<file path="src/rtl/lsu_axi_rd_eng_if.sv">
// Bus bundles for the LSU read engine: LSU-side descriptor/return port and
// memory-side AXI4 read channel.

// LSU descriptor in, read beats out. The LSU is the master.
interface lsu_rd_if;
   logic [7:0]  lsu_axi_arid;
   logic [9:0]  lsu_axi_araddr;
   logic [7:0]  lsu_axi_arlen;
   logic [2:0]  lsu_axi_arsize;
   logic [1:0]  lsu_axi_arburst;
   logic [2:0]  lsu_axi_arstr;
   logic [7:0]  lsu_axi_arnum;
   logic        lsu_axi_arvld;
   logic        axi_lsu_arrdy;
   logic [7:0]  axi_lsu_rid;
   logic [63:0] axi_lsu_rdata;
   logic [1:0]  axi_lsu_rresp;
   logic        axi_lsu_rlast;
   logic        axi_lsu_rvld;
   logic        lsu_axi_rrdy;

   modport master (
      output lsu_axi_arid, lsu_axi_araddr, lsu_axi_arlen, lsu_axi_arsize,
             lsu_axi_arburst, lsu_axi_arstr, lsu_axi_arnum, lsu_axi_arvld,
             lsu_axi_rrdy,
      input  axi_lsu_arrdy, axi_lsu_rid, axi_lsu_rdata, axi_lsu_rresp,
             axi_lsu_rlast, axi_lsu_rvld
   );

   modport slave (
      input  lsu_axi_arid, lsu_axi_araddr, lsu_axi_arlen, lsu_axi_arsize,
             lsu_axi_arburst, lsu_axi_arstr, lsu_axi_arnum, lsu_axi_arvld,
             lsu_axi_rrdy,
      output axi_lsu_arrdy, axi_lsu_rid, axi_lsu_rdata, axi_lsu_rresp,
             axi_lsu_rlast, axi_lsu_rvld
   );
endinterface

// AXI4 AR/R channels toward system memory. The engine is the master.
interface mem_rd_if #(parameter int unsigned ADDR_W = 32);
   logic [7:0]        m_arid;
   logic [ADDR_W-1:0] m_araddr;
   logic [7:0]        m_arlen;
   logic [2:0]        m_arsize;
   logic [1:0]        m_arburst;
   logic              m_arvalid;
   logic              m_arready;
   logic [7:0]        m_rid;
   logic [63:0]       m_rdata;
   logic [1:0]        m_rresp;
   logic              m_rlast;
   logic              m_rvalid;
   logic              m_rready;

   modport master (
      output m_arid, m_araddr, m_arlen, m_arsize, m_arburst, m_arvalid, m_rready,
      input  m_arready, m_rid, m_rdata, m_rresp, m_rlast, m_rvalid
   );

   modport slave (
      input  m_arid, m_araddr, m_arlen, m_arsize, m_arburst, m_arvalid, m_rready,
      output m_arready, m_rid, m_rdata, m_rresp, m_rlast, m_rvalid
   );
endinterface

</file>
<file path="src/rtl/lsu_axi_rd_eng.sv">
// LSU read engine: expands one strided load descriptor into one AXI4 INCR
// burst per row and returns the beats through a one-entry pipe register.
module lsu_axi_rd_eng #(
   parameter int unsigned       ADDR_W    = 32,
   parameter logic [ADDR_W-1:0] BASE_ADDR = ADDR_W'(32'h8000_0000),
   parameter int unsigned       MAX_OUTS  = 4
) (
   input  logic     clk,
   input  logic     rst,
   lsu_rd_if.slave  lsu,
   mem_rd_if.master mem,
   output logic     rd_err
);

   localparam int unsigned CNT_W = $clog2(MAX_OUTS + 1);
   localparam int unsigned CHK_W = 14;
   localparam logic [CNT_W-1:0] MAX_C  = CNT_W'(MAX_OUTS);
   localparam logic [CHK_W-1:0] PAGE_C = CHK_W'(4096);

   typedef enum logic [1:0] {S_IDLE, S_ISSUE, S_DRAIN} state_e;

   state_e            state_q, state_d;
   logic              arrdy_q, arrdy_d;
   logic [7:0]        id_q, id_d;
   logic [9:0]        addr_q, addr_d;
   logic [7:0]        len_q, len_d;
   logic [2:0]        str_q, str_d;
   logic [7:0]        num_q, num_d;
   logic [7:0]        row_q, row_d;
   logic [7:0]        rrow_q, rrow_d;
   logic [CNT_W-1:0]  outs_q, outs_d;
   logic              arvalid_q, arvalid_d;
   logic [ADDR_W-1:0] araddr_q, araddr_d;
   logic              pvld_q, pvld_d;
   logic [7:0]        prid_q, prid_d;
   logic [63:0]       pdata_q, pdata_d;
   logic [1:0]        presp_q, presp_d;
   logic              plast_q, plast_d;
   logic              err_q, err_d;

   logic ar_hs, rready_c, r_hs, rlast_hs, cross_c;
   logic unused_sig;

   // Byte address of row k: word index plus k row strides, scaled to bytes.
   function automatic logic [ADDR_W-1:0] row_addr(input logic [9:0] word0,
                                                  input logic [7:0] row,
                                                  input logic [2:0] str);
      logic [ADDR_W-1:0] word;
      word = ADDR_W'(word0) + (ADDR_W'(row) << (4'(str) + 4'd3));
      return BASE_ADDR + (word << 3);
   endfunction

   // Handshakes, R acceptance and 4 KB crossing of the presented AR.
   always_comb begin
      ar_hs    = arvalid_q & mem.m_arready;
      rready_c = (state_q != S_IDLE) & (~pvld_q | lsu.lsu_axi_rrdy);
      r_hs     = mem.m_rvalid & rready_c;
      rlast_hs = r_hs & mem.m_rlast;
      cross_c  = (CHK_W'(araddr_q[11:0]) + ((CHK_W'(len_q) + CHK_W'(1)) << 3)) > PAGE_C;
   end

   // Next-state: descriptor FSM, AR issue, outstanding count and R pipe.
   always_comb begin
      state_d   = state_q;
      arrdy_d   = arrdy_q;
      id_d      = id_q;
      addr_d    = addr_q;
      len_d     = len_q;
      str_d     = str_q;
      num_d     = num_q;
      row_d     = row_q;
      rrow_d    = rrow_q;
      arvalid_d = arvalid_q;
      araddr_d  = araddr_q;
      pvld_d    = pvld_q;
      prid_d    = prid_q;
      pdata_d   = pdata_q;
      presp_d   = presp_q;
      plast_d   = plast_q;
      err_d     = err_q;
      outs_d    = outs_q + CNT_W'(ar_hs) - CNT_W'(rlast_hs);

      if (r_hs) begin
         pvld_d  = 1'b1;
         prid_d  = id_q;
         pdata_d = mem.m_rdata;
         presp_d = mem.m_rresp;
         plast_d = mem.m_rlast & (rrow_q == num_q);
      end else if (lsu.lsu_axi_rrdy) begin
         pvld_d = 1'b0;
      end
      if (rlast_hs)                       rrow_d = rrow_q + 8'd1;
      if (r_hs && (mem.m_rresp != 2'b00)) err_d  = 1'b1;

      case (state_q)
         S_IDLE: begin
            if (lsu.lsu_axi_arvld) begin
               id_d    = lsu.lsu_axi_arid;
               addr_d  = lsu.lsu_axi_araddr;
               len_d   = lsu.lsu_axi_arlen;
               str_d   = lsu.lsu_axi_arstr;
               num_d   = lsu.lsu_axi_arnum;
               row_d   = 8'd0;
               rrow_d  = 8'd0;
               err_d   = 1'b0;
               arrdy_d = 1'b0;
               state_d = S_ISSUE;
            end
         end
         S_ISSUE: begin
            if (ar_hs && cross_c) err_d = 1'b1;
            if (arvalid_q && !mem.m_arready) begin
               arvalid_d = 1'b1;
            end else if (ar_hs && (row_q == num_q)) begin
               arvalid_d = 1'b0;
               state_d   = S_DRAIN;
            end else begin
               row_d = row_q + 8'(ar_hs);
               if (outs_d < MAX_C) begin
                  arvalid_d = 1'b1;
                  araddr_d  = row_addr(addr_q, row_d, str_q);
               end else begin
                  arvalid_d = 1'b0;
               end
            end
         end
         S_DRAIN: begin
            if ((outs_q == '0) && !pvld_q) begin
               arrdy_d = 1'b1;
               state_d = S_IDLE;
            end
         end
         default: state_d = S_IDLE;
      endcase
   end

   // State and output registers.
   always_ff @(posedge clk or posedge rst) begin
      if (rst) begin
         state_q   <= S_IDLE;
         arrdy_q   <= 1'b1;
         id_q      <= '0;
         addr_q    <= '0;
         len_q     <= '0;
         str_q     <= '0;
         num_q     <= '0;
         row_q     <= '0;
         rrow_q    <= '0;
         outs_q    <= '0;
         arvalid_q <= 1'b0;
         araddr_q  <= '0;
         pvld_q    <= 1'b0;
         prid_q    <= '0;
         pdata_q   <= '0;
         presp_q   <= '0;
         plast_q   <= 1'b0;
         err_q     <= 1'b0;
      end else begin
         state_q   <= state_d;
         arrdy_q   <= arrdy_d;
         id_q      <= id_d;
         addr_q    <= addr_d;
         len_q     <= len_d;
         str_q     <= str_d;
         num_q     <= num_d;
         row_q     <= row_d;
         rrow_q    <= rrow_d;
         outs_q    <= outs_d;
         arvalid_q <= arvalid_d;
         araddr_q  <= araddr_d;
         pvld_q    <= pvld_d;
         prid_q    <= prid_d;
         pdata_q   <= pdata_d;
         presp_q   <= presp_d;
         plast_q   <= plast_d;
         err_q     <= err_d;
      end
   end

   // Size and burst type are fixed; memory read data arrives in order.
   assign unused_sig = ^{lsu.lsu_axi_arsize, lsu.lsu_axi_arburst, mem.m_rid};

   assign lsu.axi_lsu_arrdy = arrdy_q;
   assign lsu.axi_lsu_rid   = prid_q;
   assign lsu.axi_lsu_rdata = pdata_q;
   assign lsu.axi_lsu_rresp = presp_q;
   assign lsu.axi_lsu_rlast = plast_q;
   assign lsu.axi_lsu_rvld  = pvld_q;

   assign mem.m_arid    = id_q;
   assign mem.m_araddr  = araddr_q;
   assign mem.m_arlen   = len_q;
   assign mem.m_arsize  = arvalid_q ? 3'd3 : 3'd0;
   assign mem.m_arburst = arvalid_q ? 2'b01 : 2'b00;
   assign mem.m_arvalid = arvalid_q;
   assign mem.m_rready  = rready_c;

   assign rd_err = err_q;

endmodule

</file>
<file path="src/flat_wrapper.sv">
// flat-port wrapper written by rule: the top's interface ports become plain ports
module lsu_axi_rd_eng_flat 
#(
   parameter int unsigned       ADDR_W    = 32,
   parameter logic [ADDR_W-1:0] BASE_ADDR = ADDR_W'(32'h8000_0000),
   parameter int unsigned       MAX_OUTS  = 4
)
  (clk, rst, rd_err, lsu_lsu_axi_arid, lsu_lsu_axi_araddr, lsu_lsu_axi_arlen, lsu_lsu_axi_arsize, lsu_lsu_axi_arburst, lsu_lsu_axi_arstr, lsu_lsu_axi_arnum, lsu_lsu_axi_arvld, lsu_lsu_axi_rrdy, lsu_axi_lsu_arrdy, lsu_axi_lsu_rid, lsu_axi_lsu_rdata, lsu_axi_lsu_rresp, lsu_axi_lsu_rlast, lsu_axi_lsu_rvld, mem_m_arid, mem_m_araddr, mem_m_arlen, mem_m_arsize, mem_m_arburst, mem_m_arvalid, mem_m_rready, mem_m_arready, mem_m_rid, mem_m_rdata, mem_m_rresp, mem_m_rlast, mem_m_rvalid);
  lsu_rd_if lsu_i ();
  mem_rd_if #(.ADDR_W(ADDR_W)) mem_i ();
  input  logic clk;
  input  logic rst;
  output logic rd_err;
  input wire logic [$bits(lsu_i.lsu_axi_arid)-1:0] lsu_lsu_axi_arid;
  input wire logic [$bits(lsu_i.lsu_axi_araddr)-1:0] lsu_lsu_axi_araddr;
  input wire logic [$bits(lsu_i.lsu_axi_arlen)-1:0] lsu_lsu_axi_arlen;
  input wire logic [$bits(lsu_i.lsu_axi_arsize)-1:0] lsu_lsu_axi_arsize;
  input wire logic [$bits(lsu_i.lsu_axi_arburst)-1:0] lsu_lsu_axi_arburst;
  input wire logic [$bits(lsu_i.lsu_axi_arstr)-1:0] lsu_lsu_axi_arstr;
  input wire logic [$bits(lsu_i.lsu_axi_arnum)-1:0] lsu_lsu_axi_arnum;
  input wire logic [$bits(lsu_i.lsu_axi_arvld)-1:0] lsu_lsu_axi_arvld;
  input wire logic [$bits(lsu_i.lsu_axi_rrdy)-1:0] lsu_lsu_axi_rrdy;
  output wire logic [$bits(lsu_i.axi_lsu_arrdy)-1:0] lsu_axi_lsu_arrdy;
  output wire logic [$bits(lsu_i.axi_lsu_rid)-1:0] lsu_axi_lsu_rid;
  output wire logic [$bits(lsu_i.axi_lsu_rdata)-1:0] lsu_axi_lsu_rdata;
  output wire logic [$bits(lsu_i.axi_lsu_rresp)-1:0] lsu_axi_lsu_rresp;
  output wire logic [$bits(lsu_i.axi_lsu_rlast)-1:0] lsu_axi_lsu_rlast;
  output wire logic [$bits(lsu_i.axi_lsu_rvld)-1:0] lsu_axi_lsu_rvld;
  output wire logic [$bits(mem_i.m_arid)-1:0] mem_m_arid;
  output wire logic [$bits(mem_i.m_araddr)-1:0] mem_m_araddr;
  output wire logic [$bits(mem_i.m_arlen)-1:0] mem_m_arlen;
  output wire logic [$bits(mem_i.m_arsize)-1:0] mem_m_arsize;
  output wire logic [$bits(mem_i.m_arburst)-1:0] mem_m_arburst;
  output wire logic [$bits(mem_i.m_arvalid)-1:0] mem_m_arvalid;
  output wire logic [$bits(mem_i.m_rready)-1:0] mem_m_rready;
  input wire logic [$bits(mem_i.m_arready)-1:0] mem_m_arready;
  input wire logic [$bits(mem_i.m_rid)-1:0] mem_m_rid;
  input wire logic [$bits(mem_i.m_rdata)-1:0] mem_m_rdata;
  input wire logic [$bits(mem_i.m_rresp)-1:0] mem_m_rresp;
  input wire logic [$bits(mem_i.m_rlast)-1:0] mem_m_rlast;
  input wire logic [$bits(mem_i.m_rvalid)-1:0] mem_m_rvalid;
  assign lsu_i.lsu_axi_arid = lsu_lsu_axi_arid;
  assign lsu_i.lsu_axi_araddr = lsu_lsu_axi_araddr;
  assign lsu_i.lsu_axi_arlen = lsu_lsu_axi_arlen;
  assign lsu_i.lsu_axi_arsize = lsu_lsu_axi_arsize;
  assign lsu_i.lsu_axi_arburst = lsu_lsu_axi_arburst;
  assign lsu_i.lsu_axi_arstr = lsu_lsu_axi_arstr;
  assign lsu_i.lsu_axi_arnum = lsu_lsu_axi_arnum;
  assign lsu_i.lsu_axi_arvld = lsu_lsu_axi_arvld;
  assign lsu_i.lsu_axi_rrdy = lsu_lsu_axi_rrdy;
  assign lsu_axi_lsu_arrdy = lsu_i.axi_lsu_arrdy;
  assign lsu_axi_lsu_rid = lsu_i.axi_lsu_rid;
  assign lsu_axi_lsu_rdata = lsu_i.axi_lsu_rdata;
  assign lsu_axi_lsu_rresp = lsu_i.axi_lsu_rresp;
  assign lsu_axi_lsu_rlast = lsu_i.axi_lsu_rlast;
  assign lsu_axi_lsu_rvld = lsu_i.axi_lsu_rvld;
  assign mem_m_arid = mem_i.m_arid;
  assign mem_m_araddr = mem_i.m_araddr;
  assign mem_m_arlen = mem_i.m_arlen;
  assign mem_m_arsize = mem_i.m_arsize;
  assign mem_m_arburst = mem_i.m_arburst;
  assign mem_m_arvalid = mem_i.m_arvalid;
  assign mem_m_rready = mem_i.m_rready;
  assign mem_i.m_arready = mem_m_arready;
  assign mem_i.m_rid = mem_m_rid;
  assign mem_i.m_rdata = mem_m_rdata;
  assign mem_i.m_rresp = mem_m_rresp;
  assign mem_i.m_rlast = mem_m_rlast;
  assign mem_i.m_rvalid = mem_m_rvalid;
  lsu_axi_rd_eng #(.ADDR_W(ADDR_W), .BASE_ADDR(BASE_ADDR), .MAX_OUTS(MAX_OUTS)) u_core (.clk(clk), .rst(rst), .lsu(lsu_i), .mem(mem_i), .rd_err(rd_err));
endmodule
</file>
<file path="config.mk">
export PLATFORM = sky130hd
export DESIGN_NAME = lsu_axi_rd_eng_flat
export DESIGN_NICKNAME = d
export VERILOG_FILES = /design/src/rtl/lsu_axi_rd_eng_if.sv /design/src/rtl/lsu_axi_rd_eng.sv /design/src/flat_wrapper.sv
export SDC_FILE = /design/constraint.sdc
export NUM_CORES = 1
export LEC_CHECK = 0
export CAP_MARGIN = 0
export CORE_ASPECT_RATIO = 1.5
export CORE_MARGIN = 2
export CORE_UTILIZATION = 40
export DETAILED_ROUTE_END_ITERATION = 16
export GPL_TIMING_DRIVEN = 0
export PLACE_DENSITY = 0.78
export SLEW_MARGIN = 20
export SYNTH_ARGS = -nofsm -noshare
export SYNTH_HDL_FRONTEND = slang
export SYNTH_SLANG_ARGS = --single-unit
</file>
<file path="constraint.sdc">
create_clock -name clk -period 7.5 [get_ports clk]
set_input_delay 1.5 -clock clk [delete_from_list [all_inputs] [get_ports clk]]
set_output_delay 1.5 -clock clk [all_outputs]
set_load 0.05 [all_outputs]
</file>
==> impl_metrics.ini, run 1 <==
[status]
run_status = finished, final reports clean

[floorplan]
ios = 256
row_count = 65
die_y_microns = 184
start_util_pct = 40.8
core_sq_um = 21100
die-width_microns = 124
dieArea_sq_um = 22700

[routing]
wl_per_cell_microns = 18.3
vias = 6864
wirelength_microns = 23900
drc = 0
antenna_left = 0
firstDrtPassIters = 5
drt_iter0_drc = 425
vias_per_cell = 5.25

[final_layout]
final_cell_mix = clkdlybuf4s50_1, dfrtp_1, mux2_2, nand2_1, o21ai_0
area_growth_pct = 38.7
fin_nets = 1178
n_fill_cell = 1788
final_core_util_pct = 56.6
mostFrequentLayoutCell = clkdlybuf4s50_1
layout-drive-gt1-share_pct = 19.7

[worst_setup_path]
crit_required_ps = 7800
max_stage_delay_ps = 510
worst-path-buf-inv = 3
criticalPathCategory = primary input to flip-flop
crit_chain = clkdlybuf4s50_1, nand2_1, inv_1, ha_1, ha_1, clkbuf_8, nand4_2, or3_1, a21o_1, o31a_2, a21o_2, o22ai_1, ha_1, a21oi_1, nand2_1, a31oi_1, nor2_1, o211a_1, and4_1, a311oi_1, a21oi_1
cp_max_fo = 9
cpMostUsedCell = ha_1
r2r_slack_ps = 3060
crit_family = compound AO/OA/AOI/OAI gates
endpoint_kind = flip-flop
critPathLaunchType = primary input
reg2reg_from = u_core.str_q[0]$_DFFE_PP0P_
critPathLaunch = mem_m_arready
setup.worst_path.end = u_core.mem.m_araddr[21]$_DFFE_PP0P_
worstSetupPathDepth = 21
ff2ff_path_depth = 16
worstReg2RegEnd = u_core.mem.m_araddr[21]$_DFFE_PP0P_
crit_slowest_cell = clkdlybuf4s50_1
cp.arrival_ps = 5760

[timing]
slew_headroom_pct = 49.4
rsz0062_at_grt = false
finalHoldViolations = 0
finalCritPeriodShare_pct = 72.9
timing.final.ws_setup_ps = 2040
clock.fmax_mhz = 183
min_period_ps = 5460
max_slew.worst_pin.slew_ps = 759
skew_ps = 9.69
finalMaxSlewViolations = 0
finalSetupViolations = 0

[power]
p_leak_nw = 5.05
p_per_area_nw_per_um2 = 517
ir_drop_mv = 0.354

[global_route]
grt_pass1_vias = 6941
antenna_found_initial = 1
grt_pass1_wl_microns = 37500
track_usage_pct = 21.8
grt-ovfl-total = 0
grt_max_degree = 91

[cts]
cts-root-buf = clkbuf_16
hold_buffers = 0
h-tree-depth = 4
cts_tree = built
cts_resized = 0
insertion_delay_ps = 440
cts_made_buffers = 17
clk_pin_slew_ps = 70
clockBufferDepth = 2
post_cts_buffers = 0
clock_sinks = 162

[synth]
ys_types = 73
synth_top_flop_cell = dfrtp_1
ys_seq_area_share_pct = 47.2
syn_inst = 764
synth-edff-count = 0
synthArstFlopShare_pct = 100
yosys.area.top_type = dfrtp_1
yosysWarnings = 0
synth.area.top_cells = dfrtp_1, mux2_2, ha_1
ys_ff_latch = 162
yosysTopAreaCellShare_pct = 46.9
netlist_area_sq_um = 8590
synth.avg_cell_area_sq_um = 11.2

[place]
hpwl_microns = 18500
place_congestion = 0.912
port_buffers = 233
place_ws_ps = 1680

[flow_run]
cap_violations = 0

[worst_hold_path]
hp-class = flip-flop to flip-flop
[worst register-to-register path, cell delays in order, from the launching register on]
cell and delay, ps:
dfrtp_1 390, clkbuf_8 180, inv_1 70, clkbuf_8 160, ha_1 260, xnor2_1 520, clkbuf_1 420, nor3_1 180
fa_1 480, a211oi_1 340, o21ai_0 220, a31oi_1 230, nor2_1 120, o211a_1 160, and4_1 230, a311oi_1 290
a21oi_1 70
[cell usage after synthesis (3+ instances only)]
library cell and count:
buf_6 7, clkbuf_8 5, buf_4 14, buf_1 5, fa_1 3, o22ai_1 3
o21a_1 4, o31ai_1 7, nor3_1 11, ha_1 27, a31oi_1 7, dfrtp_1 161
or2_2 5, clkbuf_1 18, o41ai_1 3, mux2_2 112, nor2b_1 5, a211oi_1 6
nand4_1 7, xor2_1 30, o21ai_0 44, and4_1 3, buf_2 5, and2_1 4
nor4_1 6, nand2_1 59, or3_1 4, o211a_1 5, nand2b_1 6, o21bai_1 3
nand3_1 12, o31a_1 3, a21oi_1 23, nor2_1 39, or4_1 3, inv_1 20
and3_1 9, a21o_1 7, xnor2_1 25
[metal layers]
| layer | part of all wire, % | track usage, % |
|---|---|---|
| met1 | 39 | 25.0 |
| met2 | 51 | 37.3 |
| met3 | 6.2 | 6.39 |
| met4 | 3.3 | 9.32 |
| met5 | 0 | 0 |
[cell families (layout without fill, tap and decap cells)]
| group | count (synthesis) | in the layout | share of synthesized area [%] |
|---|---|---|---|
| simple gates | 182 | 182 | 10.5 |
| flops | 162 | 162 | 47.2 |
| compound gates | 145 | 145 | 11.7 |
| mux | 114 | 114 | 15.1 |
| buf+inv | 74 | 340 | 5.11 |
| xor+xnor | 56 | 56 | 5.80 |
| fa+ha+maj | 30 | 30 | 4.63 |
| other cells | 1 | 10 | 0.0436 |
[sequential cells by signal, summed over array words and instances (netlist names)]
name / cells
u_core.addr_q: 10
u_core.lsu.axi_lsu_arrdy: 1
u_core.lsu.axi_lsu_rdata: 64
u_core.lsu.axi_lsu_rid: 8
u_core.lsu.axi_lsu_rlast: 1
u_core.lsu.axi_lsu_rresp: 2
u_core.lsu.axi_lsu_rvld: 1
u_core.mem.m_araddr: 25
u_core.mem.m_arid: 8
u_core.mem.m_arlen: 8
u_core.mem.m_arvalid: 1
u_core.num_q: 8
u_core.outs_q: 3
u_core.rd_err: 1
u_core.row_q: 8
u_core.rrow_q: 8
u_core.state_q: 2
u_core.str_q: 3
[stage by stage]
step / instance area, sq um / std cells / total power [mW] / hold slack (ps) / setup TNS [ps]
after floorplan: 8620 / 772 / 4.13 / 487 / 0
after global placement: 11300 / 1273 / 5.18 / 454 / -107870
after detailed placement: 11300 / 1274 / 5.26 / 465 / 0
after CTS: 11900 / 1306 / 6.16 / 476 / 0
after global routing: 11900 / 1307 / 6.52 / 489 / 0
final: 11900 / 1307 / 6.16 / 472 / 0
[layout make-up]
cell class              instances  area, sq um  area share (%)
diodes                          1         2.50          0.0210
plain buffers                  54          364            3.06
clock buffers                  19          453            3.80
clock inverters                13          136            1.14
inverters                      20         82.6           0.693
multi-input cells             536         4130            34.6
flip-flops and latches        162         4060            34.0
well taps                     268          335            2.81
repair buffers                234         2360            19.8
[worst min-delay path by stage]
stage	start	to	cells after the start
2_1_floorplan	u_core.addr_q[0]$_DFFE_PP0P_	u_core.addr_q[0]$_DFFE_PP0P_	1
3_3_place_gp	u_core.lsu.axi_lsu_arrdy$_DFFE_PP1P_	u_core.lsu.axi_lsu_arrdy$_DFFE_PP1P_	2
3_5_place_dp	u_core.lsu.axi_lsu_arrdy$_DFFE_PP1P_	u_core.lsu.axi_lsu_arrdy$_DFFE_PP1P_	2
4_1_cts	u_core.lsu.axi_lsu_arrdy$_DFFE_PP1P_	u_core.lsu.axi_lsu_arrdy$_DFFE_PP1P_	2
5_1_grt	u_core.lsu.axi_lsu_arrdy$_DFFE_PP1P_	u_core.lsu.axi_lsu_arrdy$_DFFE_PP1P_	2
6_report	u_core.lsu.axi_lsu_arrdy$_DFFE_PP1P_	u_core.lsu.axi_lsu_arrdy$_DFFE_PP1P_	2
[where the power goes]
part | internal (mW) | total (mW) | switching (mW)
clock | 0.486 | 0.884 | 0.398
combinational | 1.47 | 3.79 | 2.32
sequential | 1.22 | 1.49 | 0.268
total | 3.17 | 6.16 | 2.99
No activity file was read; power rests on OpenSTA's default activity.
==> run 2: changes to the inputs <==
--- a/config.mk
+++ b/config.mk
@@ -11,7 +11,7 @@
 export CORE_UTILIZATION = 40
 export DETAILED_ROUTE_END_ITERATION = 16
 export GPL_TIMING_DRIVEN = 0
-export PLACE_DENSITY = 0.78
+export PLACE_DENSITY = 0.8
 export SLEW_MARGIN = 20
 export SYNTH_ARGS = -nofsm -noshare
 export SYNTH_HDL_FRONTEND = slang
==> constraint.sdc (replaced) <==
create_clock -name clk -period 4.6 [get_ports clk]
set_input_delay 0.92 -clock clk [delete_from_list [all_inputs] [get_ports clk]]
set_output_delay 0.92 -clock clk [all_outputs]
set_load 0.05 [all_outputs]
==> impl_metrics.ini, run 2 (synthesis results as in run 1) <==
[final_layout]
multiInputGateArea_sq_um = 4190
n_fill_cell = 1766
area_growth_pct = 41.1
mostFrequentLayoutCell = clkdlybuf4s50_1
final_cell_mix = clkdlybuf4s50_1, dfrtp_1, mux2_2, nand2_1, o21ai_0
fin_nets = 1185
seq_area_sq_um = 4060
largest_reg_flops = 64
layout-drive-gt1-share_pct = 21.2

[worst_setup_path]
crit_required_ps = 4950
crit_slowest_cell = a2111o_1
critPathLaunchType = flip-flop
criticalPathCategory = flip-flop to flip-flop
ff2ff_path_depth = 19
cp_max_fo = 10
endpoint_kind = flip-flop
cp.arrival_ps = 4780
max_stage_delay_ps = 430
crit_chain = clkbuf_8, inv_1, clkbuf_8, ha_1, buf_6, buf_2, a2111o_1, and3_1, a211oi_1, or3_1, o21ai_0, ha_1, nand2_1, o21a_1, nor2_2, o211a_1, and4_1, a311oi_2, a21oi_1

[routing]
wl_per_cell_microns = 18.7
vias_per_cell = 5.22
wirelength_microns = 24600
antenna_left = 0
drt_iter0_drc = 309
firstDrtPassIters = 5
vias = 6870
drc = 0

[cts]
cts-root-buf = clkbuf_16
cts_tree = built
cts_made_buffers = 17
clockBufferDepth = 2
insertion_delay_ps = 440
h-tree-depth = 4
clk_pin_slew_ps = 70
clock_sinks = 162
hold_buffers = 0

[timing]
finalHoldViolations = 0
timing.final.ws_setup_ps = 172
finalMaxSlewViolations = 0
tns_ps = 0
clock.fmax_mhz = 226
finalSetupViolations = 0
min_period_ps = 4430
slew_headroom_pct = 44.1
max_slew.worst_pin.slew_ps = 838
rsz0062_at_grt = false
finalCritPeriodShare_pct = 96.3
skew_ps = 9.36

[place]
hpwl_microns = 19000
place_congestion = 0.905
place_ws_ps = -632
port_buffers = 233

[floorplan]
dieArea_sq_um = 22700
row_count = 65
ios = 256
die_y_microns = 184
die-width_microns = 124
start_util_pct = 40.8
core_sq_um = 21100

[status]
run_status = finished, final reports clean

[flow_run]
cap_violations = 0

[global_route]
grt_pass1_vias = 7055
grt_pass1_wl_microns = 38800
grt-ovfl-total = 0
track_usage_pct = 22.6
grt_max_degree = 33
antenna_found_initial = 2

[power]
p_leak_nw = 5.14
p_per_area_nw_per_um2 = 849
ir_drop_mv = 0.423

[worst_hold_path]
hp-class = flip-flop to flip-flop
min_path_cells = 2
run 2: cell types whose count changed in the layout (fill, tap and decap cells not counted), moves of 2 or more:
cell,before,now
bufinv_16,1,3
buf_12,0,4
o21ai_1,2,4
o21ai_0,44,42
inv_8,4,2
buf_4,14,17
run 2: path summary, 6_finish.rpt:
path	slack, ps	endpoint	from
worst max-delay path	170	u_core.mem.m_araddr[21]$_DFFE_PP0P_	u_core.str_q[0]$_DFFE_PP0P_
worst min-delay path	460	u_core.lsu.axi_lsu_arrdy$_DFFE_PP1P_	u_core.lsu.axi_lsu_arrdy$_DFFE_PP1P_
worst max register to register	170	u_core.mem.m_araddr[21]$_DFFE_PP0P_	u_core.str_q[0]$_DFFE_PP0P_
worst min register to register	460	u_core.lsu.axi_lsu_arrdy$_DFFE_PP1P_	u_core.lsu.axi_lsu_arrdy$_DFFE_PP1P_
max in group asynchronous	2590	u_core.lsu.axi_lsu_arrdy$_DFFE_PP1P_	rst
min in group asynchronous	930	u_core.mem.m_arlen[4]$_DFFE_PP0P_	rst
run 2: layer usage:
metal	GRT usage, %	up-vias	routed length [microns]
met3	5.43	47	1310
li1	-	3238	-
met5	0	-	0
met4	9.27	0	841
met1	26.8	3354	9900
met2	38.6	231	12600
run 2: power breakdown:
part | internal [mW] | total [mW] | switching [mW]
logic | 2.49 | 6.34 | 3.86
clock network | 0.898 | 1.53 | 0.628
registers | 1.99 | 2.43 | 0.435
total | 5.38 | 10.3 | 4.92
run 2: stage by stage:
| stage | std cells | cell area, sq um | utilization [%] | power (mW) | hold WS, ps |
|---|---|---|---|---|---|
| floorplan | 772 | 8630 | - | 6.74 | 487 |
| global route | 1314 | 12100 | 57.5 | 10.9 | 489 |
| finish | 1315 | 12100 | 57.5 | 10.3 | 463 |
| global placement | 1273 | 11300 | 53.6 | 8.43 | 450 |
| CTS | 1310 | 12100 | 57.2 | 10.2 | 471 |
| detailed placement | 1278 | 11400 | 54.1 | 8.57 | 452 |
run 2: repair_timing:
action / 4_1_cts / 5_1_grt
buffers inserted: 0 / 3
gates cloned: 0 / 0
endpoints found under the hold margin: 0 / 0
gates resized for setup: 6 / 10
endpoints found under the setup margin: 4 / 6
pin swaps: 0 / 4
run 2: cell type report:
class                           instances  area share [%]
Inverter                               20           0.650
Timing Repair Buffer                  241            20.3
Tap cell                              268            2.77
Clock inverter                         12            1.39
Clock buffer                           20            3.77
Antenna cell                            2          0.0413
Multi-Input combinational cell        536            34.6
Sequential cell                       162            33.5
Buffer                                 54            3.00
run 2: critical path: cells and delay by family (launching register included):
family | cells | cell delay [ps]
buf+inv | 5 | 780
flops | 1 | 400
compound gates | 7 | 1520
simple gates | 5 | 900
fa+ha+maj | 2 | 760
